[src/rtl/fetch_unit.sv]
// Instruction-fetch front end: PC, request/ack memory port, one-entry skid, branch flush.
// Optional FETCH_PERF_EN adds FetchCount/StallCount counters.
module fetch_unit #(
   parameter logic [31:0] RESET_PC = 32'h0000_0000,
   parameter logic [31:0] PC_INC   = 32'd4
) (
   input  logic        Clk,
   input  logic        Rst,
   input  logic        Stall,
   input  logic        BranchTaken,
   input  logic [31:0] BranchTarget,
   output logic        IMemReq,
   output logic [31:0] IMemAddr,
   input  logic        IMemAck,
   input  logic [31:0] IMemRData,
   output logic [31:0] InstrOut,
   output logic [31:0] PCOut,
   output logic [31:0] PCPlus8,
`ifdef FETCH_PERF_EN
   output logic [31:0] FetchCount,
   output logic [31:0] StallCount,
`endif
   output logic        InstrValid
);

   typedef enum logic [1:0] {IDLE, FETCH, WAIT_SLOT} state_t;

   state_t      r_state, w_nxt_state;
   logic [31:0] r_pc, w_nxt_pc;
   logic [31:0] r_tgt, w_nxt_tgt;
   logic        r_flush, w_nxt_flush;
   logic [31:0] r_instr, w_nxt_instr;
   logic [31:0] r_pcout, w_nxt_pcout;
   logic        r_valid, w_nxt_valid;
   logic [31:0] r_skid_dat, w_nxt_skid_dat;
   logic [31:0] r_skid_addr, w_nxt_skid_addr;
   logic        w_slot_free;
   logic        w_accept;

   assign w_slot_free = !r_valid || !Stall;
   assign IMemReq     = (r_state == FETCH);
   assign IMemAddr    = (r_state == FETCH) ? r_pc : 32'h0;
   assign InstrOut    = r_instr;
   assign PCOut       = r_pcout;
   assign PCPlus8     = r_pcout + 32'd8;
   assign InstrValid  = r_valid;
   assign w_accept    = !BranchTaken && (r_state == FETCH) && IMemAck && !r_flush;

   always_ff @(posedge Clk) begin
      if (Rst) begin
         r_state     <= IDLE;
         r_pc        <= RESET_PC;
         r_tgt       <= 32'h0;
         r_flush     <= 1'b0;
         r_instr     <= 32'h0;
         r_pcout     <= 32'h0;
         r_valid     <= 1'b0;
         r_skid_dat  <= 32'h0;
         r_skid_addr <= 32'h0;
      end else begin
         r_state     <= w_nxt_state;
         r_pc        <= w_nxt_pc;
         r_tgt       <= w_nxt_tgt;
         r_flush     <= w_nxt_flush;
         r_instr     <= w_nxt_instr;
         r_pcout     <= w_nxt_pcout;
         r_valid     <= w_nxt_valid;
         r_skid_dat  <= w_nxt_skid_dat;
         r_skid_addr <= w_nxt_skid_addr;
      end
   end

   always_comb begin
      w_nxt_state     = r_state;
      w_nxt_pc        = r_pc;
      w_nxt_tgt       = r_tgt;
      w_nxt_flush     = r_flush;
      w_nxt_instr     = r_instr;
      w_nxt_pcout     = r_pcout;
      w_nxt_valid     = r_valid;
      w_nxt_skid_dat  = r_skid_dat;
      w_nxt_skid_addr = r_skid_addr;
      if (BranchTaken) begin
         w_nxt_valid = 1'b0;
         // An un-acked request must still complete at its own address; park the target.
         if (r_state == FETCH && !IMemAck) begin
            w_nxt_flush = 1'b1;
            w_nxt_tgt   = BranchTarget;
         end else begin
            w_nxt_pc    = BranchTarget;
            w_nxt_flush = 1'b0;
            w_nxt_state = FETCH;
         end
      end else begin
         case (r_state)
            IDLE: w_nxt_state = FETCH;
            FETCH: begin
               if (IMemAck && r_flush) begin
                  w_nxt_pc    = r_tgt;
                  w_nxt_flush = 1'b0;
                  if (w_slot_free) w_nxt_valid = 1'b0;
               end else if (IMemAck) begin
                  w_nxt_pc = r_pc + PC_INC;
                  if (w_slot_free) begin
                     w_nxt_instr = IMemRData;
                     w_nxt_pcout = r_pc;
                     w_nxt_valid = 1'b1;
                  end else begin
                     w_nxt_skid_dat  = IMemRData;
                     w_nxt_skid_addr = r_pc;
                     w_nxt_state     = WAIT_SLOT;
                  end
               end else if (w_slot_free) begin
                  w_nxt_valid = 1'b0;
               end
            end
            WAIT_SLOT: begin
               if (!Stall) begin
                  w_nxt_instr = r_skid_dat;
                  w_nxt_pcout = r_skid_addr;
                  w_nxt_valid = 1'b1;
                  w_nxt_state = FETCH;
               end
            end
            default: w_nxt_state = IDLE;
         endcase
      end
   end

`ifdef FETCH_PERF_EN
   logic [31:0] r_fetch_cnt;
   logic [31:0] r_stall_cnt;

   always_ff @(posedge Clk) begin
      if (Rst) begin
         r_fetch_cnt <= 32'h0;
         r_stall_cnt <= 32'h0;
      end else begin
         if (w_accept && r_fetch_cnt != 32'hFFFF_FFFF) r_fetch_cnt <= r_fetch_cnt + 32'd1;
         if (r_valid && Stall && r_stall_cnt != 32'hFFFF_FFFF) r_stall_cnt <= r_stall_cnt + 32'd1;
      end
   end

   assign FetchCount = r_fetch_cnt;
   assign StallCount = r_stall_cnt;
`endif

endmodule
[config.mk]
export PLATFORM = sky130hd
export DESIGN_NAME = fetch_unit
export DESIGN_NICKNAME = d
export VERILOG_FILES = /design/src/rtl/fetch_unit.sv
export SDC_FILE = /design/constraint.sdc
export NUM_CORES = 1
export LEC_CHECK = 0
export ABC_AREA = 1
export BUFFER_PORTS_ARGS = -buffer_cell sky130_fd_sc_hd__buf_2
export CAP_MARGIN = 20
export CORE_MARGIN = 4
export CORE_UTILIZATION = 43
export DETAILED_ROUTE_END_ITERATION = 12
export PLACE_DENSITY = 0.72
export SYNTH_ARGS = -nofsm -noshare
export SYNTH_HDL_FRONTEND = slang
export SYNTH_SLANG_ARGS = --single-unit
[constraint.sdc]
create_clock -name Clk -period 2.4 [get_ports Clk]
set_input_delay 0.48 -clock Clk [delete_from_list [all_inputs] [get_ports Clk]]
set_output_delay 0.48 -clock Clk [all_outputs]
set_load 0.1 [all_outputs]
* Word-level counts from Yosys, hierarchy flattened
Cells that the tools add are included.
** Word-level totals
- Register bits :: 196
- Bits of input ports :: 69
** Cells by class
- $add $sub $neg :: 2
- Equality and inequality tests :: 12
- Multiplexer cells :: 33
- Bitwise operators :: 3
- Reduce and logical (&&, ||, !) cells :: 19
** Operators with widths (count)
- 2-to-1 mux 32 bit :: 14
- one-hot mux 32 bit (2 select lines) :: 2
- adder 32 x 3 -> 32 bit, second input constant :: 1
- adder 32 x 4 -> 32 bit, second input constant :: 1
- 2-to-1 mux 2 bit :: 6
- AND reduction 5 bit :: 2
- 2-to-1 mux 1 bit :: 9
- inequality test 3 bit, second input constant :: 3
- inequality test 2 bit, second input constant :: 3
- one-hot mux 2 bit (3 select lines) :: 1
- AND reduction 3 bit :: 2
- AND reduction 6 bit :: 1
- nonzero test 2 bit :: 3
- inequality test 2 x 1 -> 1 bit, second input constant :: 2
- inequality test 4 x 2 -> 1 bit, second input constant :: 1
- AND reduction 2 bit :: 2
- logical NOT 1 bit :: 3
- inequality test 3 x 2 -> 1 bit, second input constant :: 1
- NOT 1 bit :: 3
- nonzero test 3 bit :: 1
- equality test 2 x 1 -> 1 bit, second input constant :: 1
- equality test 2 bit, second input constant :: 1
- logical AND 1 bit :: 2
- logical NOT 2 bit :: 1
- other kinds (3) :: 3

* Longest topological paths before layout
Gate-level depths: netlist of run 1.
- Depth in word-level cells :: 7
- Mapped depth :: 12

* Worst setup path after synthesis of run 1
No wires, ideal clock.
- Path kind :: register -> output
- Start point :: reg r_pcout[4], in the netlist PCOut[4]
- End point :: out PCPlus8[29]
- Arrival time :: 3644 ps
- Required time :: 1920 ps
- Slack :: -1724 ps
- Cell stages (with the launch flop) :: 10
- Path buffers :: 0
- Cells stage by stage :: dfxtp_1 > ha_1 > nand3_2 > nor2_4 > nand2_2 > nor2_4 > nand4_4 > nor2_2 > nand2_1 > xor2_1
** On the way
- Longest elaborated chain between the ends :: 1
** Ends and longest elaborated chain
- start, declared :: line 33 : logic [31:0] r_pcout, w_nxt_pcout;
- start signal, assigned :: line 66 : r_pcout <= w_nxt_pcout;
- adder 32 x 4 -> 32 bit :: line 45 : assign PCPlus8 = r_pcout + 32'd8;
- end, declared :: line 18 : output logic [31:0] PCPlus8,
No other way between the ends.

* Worst setup path in the final report of run 1
- Start point :: reg r_pcout[7], in the netlist PCOut[7]
- End point :: out PCPlus8[30]
Same word-level chain as after synthesis.

==> results of run 1 <==
worst min-delay path, cell delays in order:
cell and delay, ns:
buf_2 0.09, nor2_1 0.04, nor2_1 0.09
layout by cell type, fill, tap and decap left out, types with 4 or more instances in the layout:
master / n
clkbuf_16: 17
nand2_1: 343
nor2_1: 119
buf_12: 63
xor2_4: 13
inv_2: 6
nand2_4: 4
nor2_4: 11
nand3_1: 33
dfxtp_4: 24
clkbuf_4: 4
nand2_2: 12
nand4_1: 5
o21ai_0: 176
inv_1: 146
nor3_4: 8
buf_2: 140
inv_12: 5
nor3_1: 4
dfxtp_1: 169
o21ai_1: 4
clkinvlp_4: 31
buf_6: 9
buf_4: 55
xor2_1: 6
a31oi_1: 58
nand3_4: 5
a211oi_1: 17
inv_8: 5
clkinv_8: 4
a21oi_1: 124
xnor2_4: 7
nor2_2: 11
cells in the mapped netlist (2+ instances only):
library cell	count	share of area
nand2_1	355	0.13
o211ai_1	3	0.0023
nor3_1	10	0.0050
nand4_1	5	0.0031
a31oi_1	58	0.036
buf_6	6	0.0068
nor3_2	3	0.0030
nand2_2	4	0.0025
xor2_1	22	0.019
inv_1	182	0.068
ha_1	6	0.0075
nor2_2	9	0.0056
nor4_1	2	0.0013
clkbuf_2	8	0.0040
nand3b_1	3	0.0023
inv_2	2	0.00075
nand3_2	4	0.0040
o21ai_0	176	0.088
clkbuf_1	58	0.022
nand3_1	36	0.018
a21oi_1	124	0.062
nor2_1	126	0.047
a211oi_1	17	0.013
nor2_4	6	0.0068
buf_2	24	0.012
buf_1	3	0.0011
nor3_4	2	0.0033
o21bai_1	2	0.0015
dfxtp_1	196	0.39
xnor2_1	10	0.0088
a221oi_1	3	0.0026
o21ai_1	4	0.0020
buf_4	8	0.0060
report_power, final:
part / internal [W] / switching, W / total [W]
clock: 0.00147 / 0.00157 / 0.00304
sequential: 0.00348 / 0.000269 / 0.00375
combinational: 0.000847 / 0.00246 / 0.00330
layer usage:
metal | share of wire | up-vias | wire (microns)
met5 | 0 | - | 0
met4 | 0.0090 | 0 | 272
met3 | 0.057 | 24 | 1720
met2 | 0.48 | 308 | 14400
met1 | 0.45 | 4668 | 13700
li1 | - | 5150 | -
area by class of cell:
type | count | area, sq um | share of cell area
Timing Repair Buffer | 271 | 2510 | 0.181
Clock inverter | 15 | 211 | 0.0153
Multi-Input combinational cell | 996 | 5520 | 0.398
Sequential cell | 196 | 4020 | 0.290
Tap cell | 285 | 357 | 0.0257
Inverter | 185 | 815 | 0.0588
Clock buffer | 17 | 425 | 0.0307
timing repair:
item | CTS | global route
setup endpoints to repair | 21 | 22
gates resized for setup | 30 | 27
setup buffers | 28 | 12
pin swaps | 16 | 25
kinds of logic (layout without fill, tap and decap cells):
logic type,count (synthesis),count (layout),share of synthesized area
fa+ha+maj,6,6,0.00752
flops,196,196,0.393
compound gates,391,391,0.211
xor+xnor,32,32,0.0281
simple gates,567,567,0.239
buf+inv,292,488,0.122
worst paths after layout:
path                          from              end  slack, ns  depth (start not counted)
setup / recovery          PCOut[7]      PCPlus8[30]      -0.23                          7
hold / removal    BranchTarget[20]        r_tgt[20]       0.29                          3
setup reg to reg        r_state[0]        PCOut[12]       0.30                          8
hold reg to reg    r_skid_addr[14]  r_skid_addr[14]       0.44                          2
registers in the layout (all words and copies together), names as in the netlist:
signal       cells
InstrOut        32
InstrValid       1
PCOut           32
r_flush          1
r_pc            32
r_skid_addr     32
r_skid_dat      32
r_state          2
r_tgt           32
stage by stage:
| stage | worst slack, ns | setup TNS [ns] | utilization |
|---|---|---|---|
| after floorplan | -0.395 | -3.32 | - |
| after global placement | 0.0902 | 0 | 0.559 |
| after detailed placement | 0.0436 | 0 | 0.559 |
| after CTS | -0.330 | -2.65 | 0.602 |
| after global routing | -0.358 | -3.90 | 0.610 |
| final | -0.227 | -2.06 | 0.610 |
==> metrics, run 1 <==
Worst path most repeated cell=nor3_4; LEAKAGE=5.57 nW; Avg Cell Area, Syn=6.73 sq um; total track usage=0.232; f_max=381 MHz; worst min path class=input pin to flip-flop; DRT antenna net count=0; post-DR wirelength/cell=15.3 microns; largest net degree at the start of global routing=104; Yosys reg bits=196; first-pass GRT wire length=49700 microns; worst vdd ir=0.000374 V; Placed Cells=1895; period utilization=1.09; synthesis-to-layout area growth=38.8%; I/O pins=199; initial antenna violation count=0; core area=0.0227 sq mm; number of global-route vias before repair=9647; hold slack=0.289 ns; Final Hold Fails=0; Synth async-reset ratio=0; post-synthesis sequential area ratio=0.393; Antenna diodes=0; P per Cell Area=728 mW/mm^2; CP top delay family=simple AND/OR/NAND/NOR gates; critical path required time=1.92 ns; critical path data arrival time=2.15 ns; Iter 0 DRT Violations=949; Final setup violation count=15; number of cells in the finished layout apart from fillers=1965; total power=0.0101 W; clk_lat worst skew=0.44 ns; post-synthesis instance total=1484; Hold Buf Count CTS=0; grt met2 use=0.387; Site Rows=55; M1 GR Usage=0.321; Critical Path Slowest Stage Cell=dfxtp_4; Slew Viols, Final=0; DRT Pass-1 Iters=5; Buf/Inv on CP=1; Synth cell types=40; status=complete, but fails checks; met3 GRT Util=0.0408; Area after DPL=0.0127 sq mm; Die Wd=160 microns; clock slew at reported path FFs=0.09 ns; Top FF cell, synth=dfxtp_1; Worst Setup End Kind=output pin; Final Worst Setup Slack=-0.227 ns; Final HPWL DP=20800 microns; via count=10200; failing checks=negative setup slack; CTS buffer count=17; Max FO, Critical Path=4; GPL Wtd Cong=0.913; Port Buf Inserts=198; root buf cell=clkbuf_16; Initial Utilization=0.440; die height=160 microns; Most Used Layer, Global Route=met2; clock tree from TritonCTS=done; Setup crit start kind=flip-flop; CTS Sinks=196; unrepaired setup endpoints after global routing=true; final instance area=0.0139 sq mm; slowest cell delay on critical path=0.39 ns; worst-margin pin slew=0.644 ns; Syn. warnings=0; share of cells above drive strength 1=0.272; Fillers=1989; final net count=1742; synthesized cell area=0.00998 sq mm; max capacitance violation total=0; final wirelength=30100 microns; Slew headroom=0.570; DR DRC count=0; worst path cell trace=nand2_4 -> nor3_4 -> nand3_4 -> nor3_4 -> nand3b_1 -> xnor2_4 -> buf_12; Post-synth EDFFs=0; CTS max path bufs=2; htree depth=4; Clock Skew=0.0125 ns; CP Class=flip-flop to output pin; Tmin final=2.63 ns; Post-Syn Nets=1559; die area=0.0257 sq mm; drt via density=5.17; total gr overflow=0
Note: power is estimated with default switching activity, not from simulation.
==> run 2: changes to the inputs <==
Settings changed: BUFFER_PORTS_ARGS -buffer_cell sky130_fd_sc_hd__buf_2 to -buffer_cell sky130_fd_sc_hd__buf_4, CORE_UTILIZATION 43 to 33, PLACE_DENSITY 0.72 to 0.59.
==> metrics, run 2 (synthesis gave the netlist of run 1 again) <==
status=complete, but fails checks (unchanged); failing checks=negative setup slack (unchanged); P per Cell Area=720 mW/mm^2 (was 728 mW/mm^2); clk_lat worst skew=0.44 ns (about the same); total track usage=0.181 (was 0.232); DRT antenna net count=0 (unchanged); Final HPWL DP=21300 microns (was 20800 microns); final wirelength=31200 microns (was 30100 microns); drt via density=4.79 (was 5.17); hold_sp=BranchTarget[15] (was BranchTarget[20]); hold slack=0.293 ns (was 0.289 ns); max capacitance violation total=0 (unchanged); DR DRC count=0 (unchanged); initial antenna violation count=0 (unchanged); via count=9931 (was 10200); root buf cell=clkbuf_16 (unchanged); commonest cells after routing, fill and taps aside=nand2_1, buf_4, o21ai_0, dfxtp_1, inv_1 (was nand2_1, o21ai_0, dfxtp_1, inv_1, buf_2); die area=0.0331 sq mm (was 0.0257 sq mm); Antenna diodes=0 (unchanged); final net count=1745 (was 1742); CTS buffer count=17 (unchanged); Iter 0 DRT Violations=668 (was 949); Site Rows=63 (was 55); Port Buf Inserts=198 (unchanged); clock tree from TritonCTS=done (unchanged); synthesis-to-layout area growth=41.1% (was 38.8%); Final Worst Setup Slack=-0.286 ns (was -0.227 ns); area occupied by multi-input gates=0.00557 sq mm (was 0.00552 sq mm); most common cell after layout, fill and taps aside=nand2_1 (unchanged); DR WL met2=13900 microns (was 14400 microns); Slew Viols, Final=0 (unchanged); Die Wd=182 microns (was 160 microns); htree depth=4 (unchanged); first-pass GRT wire length=49300 microns (was 49700 microns); Final Hold Fails=0 (unchanged); Slew headroom=0.539 (was 0.570); share of cells above drive strength 1=0.275 (was 0.272); Max FO, Critical Path=4 (unchanged); Worst R2R Path Depth=8 (unchanged); Setup crit start kind=flip-flop (unchanged); Clock Skew=0.0123 ns (was 0.0125 ns); GPL Wtd Cong=0.824 (was 0.913); clock slew at reported path FFs=0.08 ns (was 0.09 ns); I/O pins=199 (unchanged); largest net degree at the start of global routing=129 (was 104); worst r2r src=r_state[0] (unchanged); period utilization=1.12 (was 1.09); Fillers=2893 (was 1989); number of global-route vias before repair=9112 (was 9647); critical path data arrival time=2.21 ns (was 2.15 ns); CTS Sinks=196 (unchanged); top routing layer in use=met4 (unchanged); LEAKAGE=5.66 nW (was 5.57 nW); Hold Buf Count CTS=0 (unchanged); DRT Pass-1 Iters=4 (was 5); Tmin final=2.69 ns (was 2.63 ns); CTS max path bufs=2 (unchanged); worst min path class=input pin to flip-flop (unchanged); Final setup violation count=14 (was 15); CP Class=flip-flop to output pin (unchanged); unrepaired setup endpoints after global routing=true (unchanged); critical path launch point=PCOut[10] (was PCOut[7]); Worst Setup End Kind=output pin (unchanged); f_max=372 MHz (was 381 MHz); core area=0.0297 sq mm (was 0.0227 sq mm); metal3 WL=1640 microns (was 1720 microns); post-DR wirelength/cell=15.0 microns (was 15.3 microns); total power=0.0101 W (about the same); met1 wire length=15300 microns (was 13700 microns); R2R Path End=InstrOut[20] (was PCOut[12]); Initial Utilization=0.336 (was 0.440); worst vdd ir=0.000511 V (was 0.000374 V); total gr overflow=0 (unchanged); Hold Path End=r_tgt[15] (was r_tgt[20]); FF/Latch Area=0.00402 sq mm (unchanged); r2r setup slk=0.37 ns (was 0.30 ns); hold depth=3 (unchanged); die height=182 microns (was 160 microns); critical path required time=1.92 ns (about the same); worst-margin pin slew=0.692 ns (was 0.644 ns)
==> run 2: changes by cell type in the layout (fill, tap and decap cells not counted), moves of 4 or more <==
cell	previous run	this run
buf_6	9	35
clkbuf_4	4	0
buf_4	55	208
buf_12	63	30
inv_12	5	0
buf_2	140	0
==> run 2: worst max-delay path by stage <==
stage / cells after the start / slack [ns] / end
floorplan: 9 / -0.39 / PCPlus8[29]
global placement: 10 / 0.05 / PCPlus8[29]
detailed placement: 10 / 0.01 / PCPlus8[29]
CTS: 10 / -0.30 / PCPlus8[21]
global route: 7 / -0.42 / PCPlus8[30]
finish: 7 / -0.29 / PCPlus8[30]
==> run 2: routing by layer <==
layer  GRT usage  vias up
met5           0        -
met4      0.0384        0
met3      0.0341       18
met2       0.279      259
met1       0.264     4506
li1            -     5148
==> run 2: cell type report <==
| cell class | instances | area share |
|---|---|---|
| Clock buffer | 17 | 0.0302 |
| Clock inverter | 15 | 0.0134 |
| Inverter | 185 | 0.0586 |
| Multi-Input combinational cell | 996 | 0.395 |
| Sequential cell | 196 | 0.285 |
| Tap cell | 390 | 0.0346 |
| Timing Repair Buffer | 274 | 0.183 |
==> run 2: repair_timing <==
| action | 4_1_cts | 5_1_grt |
|---|---|---|
| cloned | 0 | 0 |
| resized for setup | 86 | 57 |
| buffers inserted | 20 | 25 |
| setup endpoints to repair | 43 | 43 |
| pin swaps | 22 | 24 |
| endpoints found under the hold margin | 0 | 0 |
==> run 2: critical path, cell delays in order (launching register included) <==
cell and delay (ns):
dfxtp_4 0.36, clkinvlp_4 0.11, nor3_4 0.27, nand3_4 0.14, nor3_4 0.25, nand3b_1 0.21
xnor2_4 0.23, buf_12 0.19
==> run 2: stage by stage <==
step           worst slack (ns)  cells  setup TNS [ns]  area, sq um   util
2_1_floorplan            -0.395   1484           -3.32        10700      -
4_1_cts                  -0.300   2049           -2.36        13700  0.460
6_report                 -0.286   2073           -2.09        14100  0.474
3_3_place_gp             0.0511   1998               0        12500  0.422
5_1_grt                  -0.425   2073           -4.03        14100  0.474
3_5_place_dp             0.0145   1998               0        12500  0.422
==> run 2: power breakdown <==
| group | leakage, nW | switching, W | total, W | internal, W |
|---|---|---|---|---|
| Combinational | 3.74 | 0.00247 | 0.00338 | 0.000915 |
| Clock | 0.303 | 0.00142 | 0.00300 | 0.00159 |
| Sequential | 1.62 | 0.000275 | 0.00375 | 0.00348 |
==> run 3: changes to the inputs <==
Settings changed: SLEW_MARGIN from default to 20.
Clock period 2.4 ns to 3.1 ns, I/O delays scaled along.
==> metrics, run 3 (synthesis gave the netlist of run 1 again) <==
status=finished clean (was complete, but fails checks); Slew Viols, Final=0 (unchanged); max capacitance violation total=0 (unchanged); period utilization=0.976; Port Buf Inserts=198 (unchanged); Setup crit start kind=flip-flop (unchanged); Iter 0 DRT Violations=681 (was 668); Hold Buf Count CTS=0 (unchanged); Tmin final=3.02 ns; total gr overflow=0 (unchanged); worst r2r src=r_state[1] (was r_state[0]); Worst Setup End Kind=output pin (unchanged); die height=182 microns (unchanged); most common cell after layout, fill and taps aside=nand2_1 (unchanged); Antenna diodes=0 (unchanged); clock tree from TritonCTS=done (unchanged); DR DRC count=0 (unchanged); core area=0.0297 sq mm (unchanged); Slew headroom=0.456 (was 0.539); Gate power share=0.314 (was 0.334); Placed Cells=1986 (was 1998); Max FO, Critical Path=5 (was 4); largest net degree at the start of global routing=129 (unchanged); sw frac=0.424 (was 0.410); Worst R2R Path Depth=10 (was 8); number of cells in the finished layout apart from fillers=2020 (was 2073); Die Wd=182 microns (unchanged); Fillers=3029 (was 2893); worst vdd ir=0.000383 V (was 0.000511 V); r2r setup slk=0.82 ns (was 0.37 ns); die area=0.0331 sq mm (unchanged); fin util=0.428 (was 0.474); Clock Skew=0.0143 ns (was 0.0123 ns); LEAKAGE=5.32 nW (was 5.66 nW); hold slack=0.424 ns (was 0.293 ns); critical path data arrival time=2.40 ns (was 2.21 ns); critical path launch point=PCOut[14] (was PCOut[10]); Final setup violation count=0 (was 14); worst min path class=input pin to flip-flop (unchanged); unrepaired setup endpoints after global routing=true (unchanged); DRT Pass-1 Iters=5 (was 4); drt via density=4.85 (was 4.79); internal power=0.00433 W (was 0.00598 W); root buf cell=clkbuf_16 (unchanged); CTS max path bufs=2 (unchanged); number of global-route vias before repair=8902 (was 9112); synthesis-to-layout area growth=27.5% (was 41.1%); CTS Sinks=196 (unchanged); Switch Pwr=0.00319 W (was 0.00416 W); first-pass GRT wire length=48700 microns (was 49300 microns); GPL Wtd Cong=0.845 (was 0.824); critical path required time=2.48 ns (was 1.92 ns); Site Rows=63 (unchanged); I/O pins=199 (unchanged); initial antenna violation count=0 (unchanged); worst-margin pin slew=0.815 ns (was 0.692 ns); f_max=331 MHz; P per Cell Area=591 mW/mm^2 (was 720 mW/mm^2); share of cells above drive strength 1=0.209 (was 0.275); Flop pwr share=0.389 (was 0.370); total track usage=0.178 (was 0.181); clk_lat worst skew=0.44 ns (about the same); CP Class=flip-flop to output pin (unchanged); final net count=1692 (was 1745); Final Hold Fails=0 (unchanged); setup TNS=0 ns (was -2.09 ns); post-DR wirelength/cell=15.0 microns (about the same); DRT antenna net count=0 (unchanged); htree depth=4 (unchanged); R2R Path End=r_pc[30] (was InstrOut[20]); total power=0.00752 W (was 0.0101 W); Final HPWL DP=21200 microns (was 21300 microns); commonest cells after routing, fill and taps aside=nand2_1, buf_4, inv_1, o21ai_0, dfxtp_1 (was nand2_1, buf_4, o21ai_0, dfxtp_1, inv_1); final wirelength=30400 microns (was 31200 microns); clock slew at reported path FFs=0.08 ns (about the same); end of the critical path=PCPlus8[23] (was PCPlus8[30]); Initial Utilization=0.336 (unchanged); Clock power frac=0.297 (was 0.296); via count=9795 (was 9931); CTS buffer count=17 (unchanged)
## run 3: cell types whose count changed in the layout (fill, tap and decap cells not counted), sizes merged
cell      previous run  this run
buf                274       221
inv                158       193
clkinvlp            34         0
bufinv               2         0
clkbuf              17        18
## run 3: layer usage
layer / vias up / track usage / wire length [microns]
li1: 5050 / - / -
met1: 4430 / 0.260 / 14900
met2: 296 / 0.277 / 13400
met3: 19 / 0.0306 / 1850
met4: 0 / 0.0402 / 258
met5: - / 0 / 0
## run 3: how the worst min path moves through the flow
stage	from	to	slack (ns)	cells after the start
floorplan	r_skid_addr[0]	r_skid_addr[0]	0.42	2
finish	BranchTarget[15]	r_tgt[15]	0.42	3
global placement	r_skid_addr[30]	r_skid_addr[30]	0.43	2
detailed placement	r_skid_addr[29]	r_skid_addr[29]	0.43	2
CTS	BranchTarget[15]	r_tgt[15]	0.41	3
global route	BranchTarget[20]	r_tgt[20]	0.41	3
## run 3: cell type report
type	instances	area, sq um	area share
clock inverter	14	153	0.0120
timing repair buffer	221	1770	0.139
tap	390	488	0.0383
sequential	196	3960	0.311
clock buffer	18	429	0.0337
multi-input combinational	996	5230	0.411
inverter	185	698	0.0549
## run 3: critical path: stages, from the launching register on
cell and delay [ns]:
dfxtp_2 0.40, inv_1 0.12, nor3_1 0.33, nand2_1 0.12, nor3_1 0.52, xor2_4 0.18, buf_4 0.31
## run 3: power by group through the flow
stage | sequential (W) | clock (W) | combinational, W
2_1_floorplan | 0.00357 | 0 | 0.00120
6_report | 0.00292 | 0.00223 | 0.00236
5_1_grt | 0.00296 | 0.00240 | 0.00250
4_1_cts | 0.00292 | 0.00229 | 0.00237
3_3_place_gp | 0.00297 | 0 | 0.00236
3_5_place_dp | 0.00298 | 0 | 0.00236
## run 3: what timing repair did
action | CTS | global route
endpoints found under the hold margin | 0 | 0
buffers inserted | 2 | 0
pin swaps | 2 | 4
endpoints found under the setup margin | 5 | 8
gates resized for setup | 9 | 10
## run 3: through the flow
stage          instance area, sq um  setup WS [ns]
3_5_place_dp                  12000          0.245
6_report                      12700         0.0758
4_1_cts                       12700         0.0125
3_3_place_gp                  12000          0.315
5_1_grt                       12700        -0.0392
2_1_floorplan                 10300        -0.0500
